[config.mk]
export PLATFORM = sky130hd
export DESIGN_NAME = sal_bank_timer_flat
export DESIGN_NICKNAME = d
export VERILOG_FILES = /design/src/rtl/sal_pkg.sv /design/src/rtl/timing_if.sv /design/src/rtl/sal_tcnt.sv /design/src/rtl/sal_bank_timer.sv /design/src/flat_wrapper.sv
export SDC_FILE = /design/constraint.sdc
export NUM_CORES = 1
export LEC_CHECK = 0
export ABC_AREA = 1
export ABC_CLOCK_PERIOD_IN_PS = 3600
export CORE_UTILIZATION = 54
export DETAILED_ROUTE_END_ITERATION = 16
export GPL_TIMING_DRIVEN = 0
export PLACE_DENSITY = 0.91
export SETUP_SLACK_MARGIN = 0.1
export SYNTH_ARGS = -nofsm -noshare
export SYNTH_HDL_FRONTEND = slang
export SYNTH_HIERARCHICAL = 1
export SYNTH_SLANG_ARGS = --single-unit
[constraint.sdc]
create_clock -name clk -period 3.6 [get_ports clk]
set_clock_uncertainty 0.2 [all_clocks]
set_input_delay 0.72 -clock clk [delete_from_list [all_inputs] [get_ports clk]]
set_output_delay 0.72 -clock clk [all_outputs]
set_load 0.01 [all_outputs]
[src/rtl/sal_pkg.sv]
// rtl/sal_pkg.sv - shared types for the per-bank timing tracker
package sal_pkg;

  localparam int SAL_CNT_W = 10;

  typedef enum logic [2:0] {
    BANK_CLOSED,
    BANK_OPENING,
    BANK_OPEN,
    BANK_CLOSING,
    BANK_REFRESHING
  } sal_bank_state_t;

  // One bit per command strobe the scheduler can issue to a bank.
  typedef struct packed {
    logic act;
    logic rd;
    logic wr;
    logic pre;
    logic rfsh;
  } sal_cmd_t;

endpackage

[src/rtl/timing_if.sv]
// rtl/timing_if.sv - timing parameters (value minus one) from the timing-parameter source
interface TIMING_IF #(parameter int TW = 8);
  logic [TW-1:0] t_rcd_m1;
  logic [TW-1:0] t_ras_m1;
  logic [TW-1:0] t_rp_m1;
  logic [TW-1:0] t_rtp_m1;
  logic [TW-1:0] t_wtp_m1;
  logic [TW-1:0] t_rfc_m1;

  modport SRC (output t_rcd_m1, t_ras_m1, t_rp_m1, t_rtp_m1, t_wtp_m1, t_rfc_m1);
  modport DST (input  t_rcd_m1, t_ras_m1, t_rp_m1, t_rtp_m1, t_wtp_m1, t_rfc_m1);
endinterface

[src/rtl/sal_tcnt.sv]
// rtl/sal_tcnt.sv - loadable down-counter that saturates at zero
module sal_tcnt import sal_pkg::*; #(
  parameter int CNT_W = SAL_CNT_W
) (
  input  logic             clk,
  input  logic             rst_n,
  input  logic             load,
  input  logic [CNT_W-1:0] load_val,
  output logic [CNT_W-1:0] value,
  output logic             is_zero
);

  logic [CNT_W-1:0] cnt;

  always_ff @(posedge clk or negedge rst_n) begin
    if (!rst_n) begin
      cnt <= '0;
    end else if (load) begin
      cnt <= load_val;
    end else if (cnt != '0) begin
      cnt <= cnt - 1'b1;
    end
  end

  assign value   = cnt;
  assign is_zero = (cnt == '0);

endmodule

[src/rtl/sal_bank_timer.sv]
// rtl/sal_bank_timer.sv - per-bank command legality tracker with open/closed row state
module sal_bank_timer import sal_pkg::*; #(
  parameter int ROW_W = 16,
  parameter int CNT_W = SAL_CNT_W
) (
  input  logic             clk,
  input  logic             rst_n,
  TIMING_IF.DST            timing_if,
  input  logic             act_i,
  input  logic             rd_i,
  input  logic             wr_i,
  input  logic             pre_i,
  input  logic             ref_i,
  input  logic [ROW_W-1:0] row_i,
  output logic             act_ok_o,
  output logic             rd_ok_o,
  output logic             wr_ok_o,
  output logic             pre_ok_o,
  output logic             ref_ok_o,
  output logic             bank_open_o,
  output logic [ROW_W-1:0] open_row_o,
  output logic             err_o
);

  typedef logic [CNT_W-1:0] cnt_t;

  localparam int C_RCD = 0;
  localparam int C_RAS = 1;
  localparam int C_RTP = 2;
  localparam int C_WTP = 3;
  localparam int C_RP  = 4;
  localparam int C_RFC = 5;

  sal_bank_state_t state, state_nxt;
  sal_cmd_t        cmd;
  logic            multi;
  logic            act_acc, rd_acc, wr_acc, pre_acc, ref_acc;
  logic            viol;
  logic            act_ok, rw_ok, pre_ok;
  logic            ld       [6];
  cnt_t            ld_val   [6];
  logic            zero     [6];
  cnt_t            cnt_value_unused [6];

  assign cmd   = '{act: act_i, rd: rd_i, wr: wr_i, pre: pre_i, rfsh: ref_i};
  assign multi = ($countones(cmd) > 1);

  for (genvar i = 0; i < 6; i++) begin : g_cnt
    sal_tcnt #(.CNT_W(CNT_W)) u_tcnt (
      .clk      (clk),
      .rst_n    (rst_n),
      .load     (ld[i]),
      .load_val (ld_val[i]),
      .value    (cnt_value_unused[i]),
      .is_zero  (zero[i])
    );
  end

  always_comb begin
    act_ok = (state == BANK_CLOSED)
           | ((state == BANK_CLOSING)    & zero[C_RP])
           | ((state == BANK_REFRESHING) & zero[C_RFC]);
    rw_ok  = (state == BANK_OPEN) | ((state == BANK_OPENING) & zero[C_RCD]);
    pre_ok = rw_ok & zero[C_RAS] & zero[C_RTP] & zero[C_WTP];
  end

  // Any multi-strobe cycle is dropped entirely; only a lone legal strobe is accepted.
  always_comb begin
    act_acc = !multi & cmd.act  & act_ok;
    ref_acc = !multi & cmd.rfsh & act_ok;
    rd_acc  = !multi & cmd.rd   & rw_ok;
    wr_acc  = !multi & cmd.wr   & rw_ok;
    pre_acc = !multi & cmd.pre  & pre_ok;
    viol    = multi
            | (cmd.act  & !act_ok) | (cmd.rfsh & !act_ok)
            | (cmd.rd   & !rw_ok)  | (cmd.wr   & !rw_ok)
            | (cmd.pre  & !pre_ok);
  end

  always_comb begin
    ld[C_RCD]     = act_acc;
    ld_val[C_RCD] = cnt_t'(timing_if.t_rcd_m1);
    ld[C_RAS]     = act_acc;
    ld_val[C_RAS] = cnt_t'(timing_if.t_ras_m1);
    ld[C_RTP]     = act_acc | rd_acc;
    ld_val[C_RTP] = act_acc ? '0 : cnt_t'(timing_if.t_rtp_m1);
    ld[C_WTP]     = act_acc | wr_acc;
    ld_val[C_WTP] = act_acc ? '0 : cnt_t'(timing_if.t_wtp_m1);
    ld[C_RP]      = pre_acc;
    ld_val[C_RP]  = cnt_t'(timing_if.t_rp_m1);
    ld[C_RFC]     = ref_acc;
    ld_val[C_RFC] = cnt_t'(timing_if.t_rfc_m1);
  end

  always_comb begin
    state_nxt = state;
    unique case (state)
      BANK_CLOSED: begin
        if (act_acc)      state_nxt = BANK_OPENING;
        else if (ref_acc) state_nxt = BANK_REFRESHING;
      end
      BANK_OPENING: begin
        if (pre_acc)           state_nxt = BANK_CLOSING;
        else if (zero[C_RCD])  state_nxt = BANK_OPEN;
      end
      BANK_OPEN: begin
        if (pre_acc) state_nxt = BANK_CLOSING;
      end
      BANK_CLOSING, BANK_REFRESHING: begin
        if (act_acc)      state_nxt = BANK_OPENING;
        else if (ref_acc) state_nxt = BANK_REFRESHING;
        else if (act_ok)  state_nxt = BANK_CLOSED;
      end
      default: state_nxt = BANK_CLOSED;
    endcase
  end

  always_ff @(posedge clk or negedge rst_n) begin
    if (!rst_n) begin
      state      <= BANK_CLOSED;
      open_row_o <= '0;
      err_o      <= 1'b0;
    end else begin
      state <= state_nxt;
      if (act_acc) open_row_o <= row_i;
      if (viol)    err_o      <= 1'b1;
    end
  end

  assign act_ok_o    = act_ok;
  assign ref_ok_o    = act_ok;
  assign rd_ok_o     = rw_ok;
  assign wr_ok_o     = rw_ok;
  assign pre_ok_o    = pre_ok;
  assign bank_open_o = (state == BANK_OPENING) | (state == BANK_OPEN);

endmodule

[src/flat_wrapper.sv]
// flat-port wrapper written by rule: the top's interface ports become plain ports
module sal_bank_timer_flat import sal_pkg::*;
#(
  parameter int ROW_W = 16,
  parameter int CNT_W = SAL_CNT_W
)
  (clk, rst_n, act_i, rd_i, wr_i, pre_i, ref_i, row_i, act_ok_o, rd_ok_o, wr_ok_o, pre_ok_o, ref_ok_o, bank_open_o, open_row_o, err_o, timing_if_t_rcd_m1, timing_if_t_ras_m1, timing_if_t_rp_m1, timing_if_t_rtp_m1, timing_if_t_wtp_m1, timing_if_t_rfc_m1);
  TIMING_IF timing_if_i ();
  input  logic clk;
  input  logic rst_n;
  input  logic act_i;
  input  logic rd_i;
  input  logic wr_i;
  input  logic pre_i;
  input  logic ref_i;
  input  logic [ROW_W-1:0] row_i;
  output logic act_ok_o;
  output logic rd_ok_o;
  output logic wr_ok_o;
  output logic pre_ok_o;
  output logic ref_ok_o;
  output logic bank_open_o;
  output logic [ROW_W-1:0] open_row_o;
  output logic err_o;
  input wire logic [$bits(timing_if_i.t_rcd_m1)-1:0] timing_if_t_rcd_m1;
  input wire logic [$bits(timing_if_i.t_ras_m1)-1:0] timing_if_t_ras_m1;
  input wire logic [$bits(timing_if_i.t_rp_m1)-1:0] timing_if_t_rp_m1;
  input wire logic [$bits(timing_if_i.t_rtp_m1)-1:0] timing_if_t_rtp_m1;
  input wire logic [$bits(timing_if_i.t_wtp_m1)-1:0] timing_if_t_wtp_m1;
  input wire logic [$bits(timing_if_i.t_rfc_m1)-1:0] timing_if_t_rfc_m1;
  assign timing_if_i.t_rcd_m1 = timing_if_t_rcd_m1;
  assign timing_if_i.t_ras_m1 = timing_if_t_ras_m1;
  assign timing_if_i.t_rp_m1 = timing_if_t_rp_m1;
  assign timing_if_i.t_rtp_m1 = timing_if_t_rtp_m1;
  assign timing_if_i.t_wtp_m1 = timing_if_t_wtp_m1;
  assign timing_if_i.t_rfc_m1 = timing_if_t_rfc_m1;
  sal_bank_timer #(.ROW_W(ROW_W), .CNT_W(CNT_W)) u_core (.clk(clk), .rst_n(rst_n), .timing_if(timing_if_i), .act_i(act_i), .rd_i(rd_i), .wr_i(wr_i), .pre_i(pre_i), .ref_i(ref_i), .row_i(row_i), .act_ok_o(act_ok_o), .rd_ok_o(rd_ok_o), .wr_ok_o(wr_ok_o), .pre_ok_o(pre_ok_o), .ref_ok_o(ref_ok_o), .bank_open_o(bank_open_o), .open_row_o(open_row_o), .err_o(err_o));
endmodule
Word level (Yosys, flattened, before mapping)

Index checks and enable logic that the tools add are counted.

Flip-flop bits (word level): 80
Output and inout port bits: 23

Add/sub/neg operators: 10
$lt $le $gt $ge: 1
Eq/ne operators: 8
Mux-type cells: 23
Bitwise operators: 32
Reductions and logical operators: 25

Operators by type and width:

| cell                                                                     | number |
|---|---|
| 10-bit 2-to-1 mux                                                        | 12 |
| 10-bit logical NOT                                                       | 6 |
| 10-bit nonzero test                                                      | 6 |
| 10-bit by 1-bit subtractor with 10-bit output (second input constant)    | 6 |
| 32-bit by 1-bit adder with 32-bit output                                 | 1 |
| 32-bit adder                                                             | 1 |
| 32-bit by 2-bit > comparator with 1-bit output (second input constant)   | 1 |
| 3-bit 2-to-1 mux                                                         | 8 |
| 1-bit AND                                                                | 21 |
| 8-bit 2-to-1 mux                                                         | 2 |
| 3-bit case mux with 4 select lines                                       | 1 |
| 2-bit nonzero test                                                       | 6 |
| 1-bit bitwise OR                                                         | 11 |
| 3-bit by 2-bit equality test with 1-bit output (second input constant)   | 2 |
| 1-bit by 1-bit adder with 2-bit output                                   | 2 |
| 1-bit logical NOT                                                        | 4 |
| 4-bit by 2-bit inequality test with 1-bit output (second input constant) | 1 |
| 4-bit AND reduction                                                      | 1 |
| 3-bit by 1-bit equality test with 1-bit output (second input constant)   | 1 |
| 3-bit equality test (second input constant)                              | 1 |
| 3-bit logical NOT                                                        | 1 |
| 3-bit by 2-bit inequality test with 1-bit output (second input constant) | 1 |
| 3-bit inequality test (second input constant)                            | 1 |
| 2-bit inequality test (second input constant)                            | 1 |
| 2-bit OR reduction                                                       | 1 |

Logic depth before layout (Yosys ltp)

Depth after elaboration: 11
Gate-level depth with buffers: 19
Mapped depth without buffers: 17

By module

Netlist, hierarchy kept.

By module, submodules not included:

| module         | instances | cells each | area each (µm²) |
|---|---|---|---|
| sal_tcnt       | 6         | 95         | 695.7 |
| sal_bank_timer | 1         | 178        | 1268.7 |

Worst setup path after synthesis

No wires, ideal clock.

Path type: input to register
From: input act_i
To: register u_core.g_cnt[2].u_tcnt.cnt[8]
Library setup time: 117 ps
Arrival time: 3003 ps
Slack: 281 ps
Stages on the path: 15
Buffers on the path: 2
Cell sequence: inv_1 > fa_1 > inv_1 > ha_1 > nand2_1 > nand3_1 > nor2_1 > nand2_4 > buf_6 > buf_12 > o31ai_1 > inv_1 > or2_2 > nand2_1 > nor2_1

RTL lines:

| element              | line               | text |
|---|---|---|
| start, declared      | flat_wrapper.sv:11 | `input logic act_i;` |
| end signal, assigned | sal_tcnt.sv:19     | `cnt <= load_val;` |
| end signal, assigned | sal_tcnt.sv:21     | `cnt <= cnt - 1'b1;` |
| end, declared        | sal_tcnt.sv:13     | `logic [CNT_W-1:0] cnt;` |

==> run_results.csv <==
group,metric,value,unit
hold_path,min_path_type,"in -> async",
synthesis,netlist_top_cells_area,"dfrtp_1 37%, nand2_1 17%, inv_1 6.6%",
clock_network,numCtsBuffers,9,
placement,hpwl,9220,um
setup_path,cp_max_fo,10,
timing,min_period_over_period,0.949,
final_layout,finalNetCount,958,
route,drc_errors,0,
route,wirelength,12800,um
timing,finalSetupTns,0,ns
synthesis,synthArstFlopShare,1.00,
synthesis,yosys_warnings,6,
global_routing,antenna_found_initial,0,
job,maxCapViolCount,0,
synthesis,synth_top_cell_by_area,"dfrtp_1",
synthesis,syn_area_per_cell,7.28,um^2
route,routedWlPerCell,12.6,um
setup_path,path_class,"in -> reg",
floorplanning,std_cell_rows,36,
timing,fmax,0.293,GHz
timing,holdWs,0.0448,ns
timing,timing.final.max_slew_violations,0,
synthesis,synthFlopType,"dfrtp_1",
timing,setup_viol,0,
synthesis,synth-seq-area-share,0.368,
synthesis,synth_cell_type_count,34,
power,ir_drop,283,uV
route,ant_nets,0,
floorplanning,start_util,0.557,
power,leakagePower,3.42,nW
placement,portBuffers,93,
setup_path,endpoint_kind,"flip-flop",
clock_network,cts-root-buf,"clkbuf_8",
placement,globalplace.congestion,0.830,
synthesis,synth_top_area_frac,0.368,
global_routing,grt_overflow,0,
floorplanning,die_h,102,um
global_routing,grt_pass1_wl,20500,um
route,vias,4983,
outcome,status,"finished, final reports clean",
route,drtIter0Drc,148,
clock_network,cts_hold_buf,0,
global_routing,track_usage,0.251,
floorplanning,die-area,10500,um^2
route,routed_via_density,4.90,
clock_network,htree_levels,3,
synthesis,synth_area,5440,um^2
timing,min_period,3.42,ns
clock_network,cts_sinks,80,
synthesis,yosys-top-cells-count,"247 x nand2_1, 95 x inv_1, 80 x dfrtp_1",
timing,final_hold_viol_count,0,
floorplanning,die_width,102,um
global_routing,grt_max_degree,60,
timing,rsz0062_at_grt,"no",
setup_path,start_kind,"input port",
clock_network,cts_tree,"done",
synthesis,yosysMostFrequentCell,"nand2_1",
route,dr.pass1.iters,5,
clock_network,clk_latency,0.36,ns
global_routing,grt_pass1_vias,4665,
setup_path,critPathArrivalTime,3.52,ns
power,power.total,2.13,mW
synthesis,synth-seq-cells,80,
synthesis,syn_inst,748,
final_layout,areaGrowthSynthToFinish,29.2,%
setup_path,worstPathRequired,3.70,ns
synthesis,synth-edff-count,0,
clock_network,max-clock-path-buffers,2,
final_layout,n_fill_cell,742,
final_layout,drive_above_1_share,0.206,
final_layout,antennaDiodeCount,0,
floorplanning,core_area,9770,um^2
floorplanning,io_pins,94,
clock_network,clk_pin_slew_worst_paths,0.08,ns
power,cellPowerDensity,303,nW/um^2
final cells by class:
cell class / count / area (um^2) / share of cell area
inverters: 98 / 375 / 0.0534
repair buffers: 109 / 1080 / 0.154
well taps: 133 / 166 / 0.0237
plain buffers: 13 / 121 / 0.0173
multi-input cells: 568 / 3070 / 0.437
clock inverters: 6 / 83.8 / 0.0119
clock buffers: 10 / 128 / 0.0182
flip-flops and latches: 80 / 2000 / 0.285
cell usage in the layout, fill, tap and decap left out, drive strengths merged:
master         instances
nand2                285
nor2                 129
inv                   95
clkdlybuf4s50         88
dfrtp                 80
o21ai                 51
buf                   29
nand3                 20
nand4                 20
xor2                  18
conb                  12
clkbuf                10
ha                     7
nor3                   6
o21bai                 6
or2                    6
clkinv                 5
dlymetal6s2s           4
bufinv                 2
and3                   2
clkinvlp               2
clkdlybuf4s15          1
o31ai                  1
o211ai                 1
a21boi                 1
a21oi                  1
nand3b                 1
fa                     1
state kept, by name (all words and copies together), names as in the netlist:
name,flops
u_core/g_cnt.u_tcnt/value,60
u_core/open_row_o,16
u_core/err_o,1
u_core/state,3
per-stage QoR:
stage | util | std cells | cell area [um^2] | worst slack [ns]
after floorplan | - | 759 | 5480 | 0.281
after global placement | 0.673 | 985 | 6580 | -1.30
after detailed placement | 0.676 | 986 | 6610 | -0.635
after CTS | 0.704 | 1006 | 6880 | 0.100
after global routing | 0.719 | 1017 | 7030 | 0.0671
final | 0.719 | 1017 | 7030 | 0.184
what timing repair did:
action / CTS / global route
cloned: 0 / 1
pin swaps: 2 / 5
setup buffers: 4 / 10
gates resized for setup: 12 / 19
setup endpoints to repair: 33 / 39
critical path, stage by stage:
cell and delay, ns:
clkdlybuf4s50_1 0.52, inv_2 0.08, fa_1 0.52, inv_1 0.06, ha_1 0.28, nand2_1 0.10, nand3_4 0.10, nor2_4 0.13
nand2_4 0.06, buf_6 0.15, buf_12 0.16, nand2_2 0.12, buf_2 0.23, nand2_1 0.09, nand2_1 0.08, nand2_1 0.05
inv_1 0.06
kinds of logic after synthesis:
logic type,share of synthesized area
other,0.000689
adders and majority gates,0.0198
AOI/OAI and AO/OA,0.0602
and+or+nand+nor,0.435
DFF,0.368
xor gates and xnor gates,0.0290
buffers and inverters,0.0871
layer usage:
| metal | GRT usage | up-vias | part of all wire |
|---|---|---|---|
| li1 | - | 2554 | - |
| met1 | 0.322 | 2276 | 0.44 |
| met2 | 0.425 | 133 | 0.50 |
| met3 | 0.0520 | 20 | 0.048 |
| met4 | 0.0802 | 0 | 0.015 |
| met5 | 0 | - | 0 |
report_power, final:
part           switching [mW]  internal, mW
Sequential             0.0603         0.953
Clock                   0.330         0.388
Combinational           0.218         0.183
Total                   0.608          1.53
worst paths after layout:
path / start / depth (start not counted) / slack (ns) / end
max: rd_i / 17 / 0.18 / u_core/g_cnt[3].u_tcnt/value[2]
min: rst_n / 1 / 0.04 / u_core/g_cnt[5].u_tcnt/value[7]
max reg2reg: u_core/g_cnt[5].u_tcnt/value[0] / 20 / 0.69 / u_core/g_cnt[3].u_tcnt/value[2]
min reg2reg: u_core/open_row_o[15] / 2 / 0.29 / u_core/open_row_o[15]
max in group asynchronous: rst_n / 2 / 2.57 / u_core/g_cnt[2].u_tcnt/value[3]
min in group clk: u_core/open_row_o[15] / 2 / 0.29 / u_core/open_row_o[15]
(Power assumes the default switching activity.)
